==> src/rtl/mem_read_port.sv <==
// Read port between image memory and the datapath bus: fetches one pixel at the held address
// into the MDR, optionally steps the address by STRIDE, and drives the MDR onto the bus.
module mem_read_port #(
  parameter int unsigned        DATA_W   = 18,
  parameter int unsigned        PIX_W    = 8,
  parameter int unsigned        MEM_LAT  = 2,
  parameter int unsigned        STRIDE   = 2,
  parameter logic [DATA_W-1:0]  RST_ADDR = '0
) (
  input  logic              i_clk,
  input  logic              i_rst,
  input  logic              i_en,
  input  logic              i_addr_ld,
  input  logic [DATA_W-1:0] i_bus_in,
  input  logic              i_rd_req,
  input  logic              i_inc,
  input  logic              i_mdr_oe,
  output logic [DATA_W-1:0] o_mem_addr,
  output logic              o_mem_re,
  input  logic [PIX_W-1:0]  i_mem_rdata,
  output logic [DATA_W-1:0] o_bus_out,
  output logic              o_bus_oe,
  output logic              o_busy,
  output logic              o_done
);

  localparam int unsigned       LAT_W    = (MEM_LAT > 1) ? $clog2(MEM_LAT) : 1;
  localparam logic [LAT_W-1:0]  LAT_LOAD = LAT_W'(MEM_LAT - 1);
  localparam logic [DATA_W-1:0] STEP     = DATA_W'(STRIDE);

  typedef enum logic [1:0] {
    StIdle,
    StIssue,
    StWait,
    StDone
  } state_e;

  state_e             r_state, w_state_d;
  logic [DATA_W-1:0]  r_addr, w_addr_d;
  logic [DATA_W-1:0]  r_mdr, w_mdr_d;
  logic               r_inc, w_inc_d;
  logic [LAT_W-1:0]   r_lat_cnt, w_lat_cnt_d;
  logic               r_mem_re, w_mem_re_d;
  logic               r_done, w_done_d;
  logic               w_cmd_rd;
  logic               w_cmd_ld;

  assign w_cmd_rd = i_en & i_rd_req;
  assign w_cmd_ld = i_en & i_addr_ld;

  always_comb begin
    w_state_d   = r_state;
    w_addr_d    = r_addr;
    w_mdr_d     = r_mdr;
    w_inc_d     = r_inc;
    w_lat_cnt_d = r_lat_cnt;
    w_mem_re_d  = 1'b0;
    w_done_d    = 1'b0;
    case (r_state)
      // DONE accepts commands exactly like IDLE so reads can run back to back.
      StIdle, StDone: begin
        if (w_cmd_ld) begin
          w_addr_d = i_bus_in;
        end
        if (w_cmd_rd) begin
          w_state_d  = StIssue;
          w_inc_d    = i_inc;
          w_mem_re_d = 1'b1;
        end else begin
          w_state_d = StIdle;
        end
      end
      StIssue: begin
        w_state_d   = StWait;
        w_lat_cnt_d = LAT_LOAD;
      end
      StWait: begin
        if (r_lat_cnt == '0) begin
          w_mdr_d   = DATA_W'(i_mem_rdata);
          w_state_d = StDone;
          w_done_d  = 1'b1;
          if (r_inc) begin
            w_addr_d = r_addr + STEP;
          end
        end else begin
          w_lat_cnt_d = r_lat_cnt - 1'b1;
        end
      end
      default: begin
        w_state_d = StIdle;
      end
    endcase
  end

  // The rest of the datapath updates on the falling edge; this port follows suit.
  always_ff @(negedge i_clk or posedge i_rst) begin
    if (i_rst) begin
      r_state   <= StIdle;
      r_addr    <= RST_ADDR;
      r_mdr     <= '0;
      r_inc     <= 1'b0;
      r_lat_cnt <= '0;
      r_mem_re  <= 1'b0;
      r_done    <= 1'b0;
    end else begin
      r_state   <= w_state_d;
      r_addr    <= w_addr_d;
      r_mdr     <= w_mdr_d;
      r_inc     <= w_inc_d;
      r_lat_cnt <= w_lat_cnt_d;
      r_mem_re  <= w_mem_re_d;
      r_done    <= w_done_d;
    end
  end

  assign o_mem_addr = r_addr;
  assign o_mem_re   = r_mem_re;
  assign o_bus_out  = r_mdr;
  assign o_bus_oe   = i_mdr_oe;
  assign o_busy     = (r_state != StIdle);
  assign o_done     = r_done;

endmodule
==> config.mk <==
export PLATFORM = sky130hd
export DESIGN_NAME = mem_read_port
export DESIGN_NICKNAME = d
export VERILOG_FILES = /design/src/rtl/mem_read_port.sv
export SDC_FILE = /design/constraint.sdc
export NUM_CORES = 1
export LEC_CHECK = 0
export ABC_AREA = 1
export ABC_CLOCK_PERIOD_IN_PS = 3300
export BUFFER_PORTS_ARGS = -buffer_cell sky130_fd_sc_hd__buf_2
export CAP_MARGIN = 5
export CORE_MARGIN = 3
export CORE_UTILIZATION = 45
export CTS_BUF_LIST = sky130_fd_sc_hd__clkbuf_4
export DETAILED_ROUTE_END_ITERATION = 10
export PLACE_DENSITY_LB_ADDON = 0.2
export SYNTH_ARGS = -nofsm -noshare
export SYNTH_HDL_FRONTEND = slang
export SYNTH_SLANG_ARGS = --single-unit
==> constraint.sdc <==
create_clock -name i_clk -period 3.3 [get_ports i_clk]
set_input_delay 0.825 -clock i_clk [delete_from_list [all_inputs] [get_ports i_clk]]
set_output_delay 0.825 -clock i_clk [all_outputs]
set_load 0.005 [all_outputs]
* Word-level counts from Yosys, hierarchy flattened
Cells that the tools add are included.
Storage, ports and cells: register bits 32, latch bits 0, RAM bits 0, bits in read-only memories 0, input bits 33, output and inout port bits 40, logic and storage cells 39, memories kept 0
Operators by class: add/subtract/negate cells 2, $mul 0, divide/modulo/power cells 0, magnitude comparators 0, eq/ne operators 6, shifts and indexed selects 0, muxes and demuxes 13, bitwise logic cells 3, reduce and logical (&&, ||, !) cells 8
Operators with widths (number):
- two-way mux 18 bit | 3
- one-hot mux 18 bit (2 select lines) | 1
- adder 18 x 2 -> 18 bit (second input constant) | 1
- two-way mux 1 bit | 6
- inequality test 2 bit (second input constant) | 3
- one-hot mux 2 bit (3 select lines) | 1
- nonzero test 2 bit | 3
- equality test 2 bit (second input constant) | 2
- AND reduction 2 bit | 2
- AND reduction 4 bit | 1
- bitwise AND 1 bit | 2
- equality test 2 x 1 -> 1 bit (second input constant) | 1
- zero test 2 bit | 1
- two-way mux 2 bit | 1
- one-hot mux 1 bit (2 select lines) | 1
- OR reduction 2 bit | 1
- inverter 1 bit | 1
- subtractor 1 bit (second input constant) | 1

* Depth between registers and ports, before layout
depth in word-level cells 4, gate-level depth with buffers 10, depth with buffers taken out 10

==> metrics.txt <==
Final GP Congestion 0.841; Yosys cell types 26; wirelength, routed 4720 um; setup slack, reg-to-reg 1.04 ns; Seq/Total Area, Yosys 42.0%; routed vias 2004; Setup TNS Final -0.879 ns; I/O pin cnt 73; ANT nets after route 0; Reg clk slew, reported paths 0.07 ns; Filler Cell Count 399; layout cell share with drive strength beyond 1 30.2%; die height 71.1 um; Die X 71.1 um; crit-path max FO 2; P per Cell Area 960 mW/mm2; WS Path Type reg2out; Total GRT Usage 19.7%; Syn Inst Count 276; maximum VDD drop 0.593 mV; Syn Area/Cell 6.90 um2; largest area contributor in the netlist dfrtn_1; final hold vios 0; RSZ-0062 raised after global routing true; vias in the first global route 1796; hold_buf cts 0; router iterations before antenna repair 4; most frequent cell after synthesis nand2_1; DR WL/cell 11.2 um; DRC 0; P_leak 1.45 nW; CTS Buf Count 5; max-cap viol count 0; count of warnings emitted by yosys 0; Startpoint Class flip-flop; dominant cells by area after synthesis dfrtn_1, nand2_1, nor2_1, inv_1, buf_4; Yosys top cell area share 42.0%; GRT Residual Overflow 0; area of the multi-input gates 925 um2; largest net degree at the start of global routing 33; Row Count 23; Post-synth EDFFs 0; max-slew violations 0; clock sink count 32; Skew-Pair Late Insertion Delay 0.33 ns; drt initial violations 123; Mapped Area 0.00190 mm2; antenna cell count 0; Port Buffers 60; Layout Nets 406; failing checks negative setup slack; clock skew 0.0131 ns; leading cell types by count after synthesis nand2_1, nor2_1, dfrtn_1; CTS tree done; status finished with violations; Util after Layout 63.5%; CTS H-tree depth 2; CP endpoint kind primary output; Vias/cell 4.76; Clock Tree Root clkbuf_4; async set-reset flop share out of synthesis 100%; worst endpoint data arrival time 2.75 ns; Initial Util 47.3%; final worst setup slack -0.272 ns; Top FF cell, synth dfrtn_1; Final setup viols 25; initial antenna violation count 0; WP data required 2.47 ns; die area 0.00505 mm2; core area 0.00403 mm2; Seq cells post-synth 32; area delta synth->final 34.3%; Hold Path Class reg2reg; Final HPWL DP 3340 um; Reg area 801 um2; first-pass GRT wire length 7990 um; CTS max path bufs 2
## report_power, final
| group | internal, mW | switching, mW |
|---|---|---|
| registers | 0.600 | 0.0935 |
| clock network | 0.167 | 0.135 |
| logic | 0.666 | 0.793 |
## kinds of logic after synthesis
logic type | after synthesis | share of synthesized area, %
buffers and inverters | 45 | 11.8
adders and majority gates | 3 | 1.97
AOI/OAI and AO/OA | 33 | 9.66
and+or+nand+nor | 160 | 33.4
other | 1 | 0.197
DFF | 32 | 42.1
xor gates and xnor gates | 2 | 0.920
## worst max-delay path, stage by stage, from the launching register on
cell,delay [ns]
dfrtn_1,0.43
inv_2,0.06
ha_4,0.15
inv_2,0.03
buf_2,0.09
## stage by stage
stage               power, mW  area [um2]  setup WS, ns  instances  hold slack, ns
global route             2.70        2560        -0.320        421           0.436
global placement         1.90        2280        -0.121        389           0.410
floorplan                1.51        1940      0.000203        285           0.410
finish                   2.45        2560        -0.272        421           0.416
detailed placement       1.93        2280        -0.153        389           0.415
CTS                      2.37        2480        -0.281        412           0.417
## final timing paths
check	start	to	cells past startpoint
min in group asynchronous	i_rst	o_bus_out[3]$_DFFE_NP0P_	3
setup reg to reg	r_state[0]$_DFFE_NP0P_	o_bus_out[5]$_DFFE_NP0P_	10
hold reg to reg	o_bus_out[2]$_DFFE_NP0P_	o_bus_out[2]$_DFFE_NP0P_	2
max in group asynchronous	i_rst	o_mem_addr[13]$_DFFE_NP0P_	3
hold / removal	o_bus_out[2]$_DFFE_NP0P_	o_bus_out[2]$_DFFE_NP0P_	2
setup / recovery	r_state[1]$_DFFE_NP0P_	o_busy	4
## repair_timing
action | in CTS | in global routing
gates cloned | 0 | 0
setup buffers | 15 | 9
endpoints found under the hold margin | 0 | 0
setup endpoints to repair | 27 | 29
gates resized for setup | 2 | 3
## final cells by class
class / count / share of cell area (%)
clock buffer: 6 / 1.76
clock inverter: 2 / 1.37
inverter: 29 / 4.26
multi-input combinational: 208 / 36.2
sequential: 32 / 31.3
tap: 50 / 2.45
timing repair buffer: 94 / 22.7
## routing by layer
layer / GRT usage, % / wire [um] / up-vias
li1: - / - / 1029
met1: 25.3 / 2120 / 903
met2: 32.3 / 2220 / 66
met3: 4.26 / 327 / 6
met4: 7.93 / 51 / 0
met5: 0 / 0 / -
## sequential cells by signal (all words and copies together) (netlist names)
register and count:
r_state 2, o_done 1, o_bus_out 8, r_lat_cnt 1, o_mem_re 1, r_inc 1
o_mem_addr 18
## cell usage in the layout, fill, tap and decap left out, drive strengths merged
cell type | synthesis | routed
xnor2 | 1 | 1
a22oi | 1 | 1
xor2 | 1 | 1
conb | 1 | 10
inv | 28 | 28
dfrtn | 32 | 32
nand4 | 2 | 2
a31oi | 1 | 1
clkinv | 1 | 2
nand3 | 16 | 16
buf | 16 | 94
or2 | 2 | 2
o21bai | 2 | 2
o22ai | 3 | 3
o211ai | 1 | 1
a21oi | 7 | 7
nand2 | 104 | 104
clkbuf | 0 | 6
nor2 | 36 | 36
o21ai | 18 | 18
bufinv | 0 | 1
ha | 3 | 3
(Power assumes the default switching activity.)
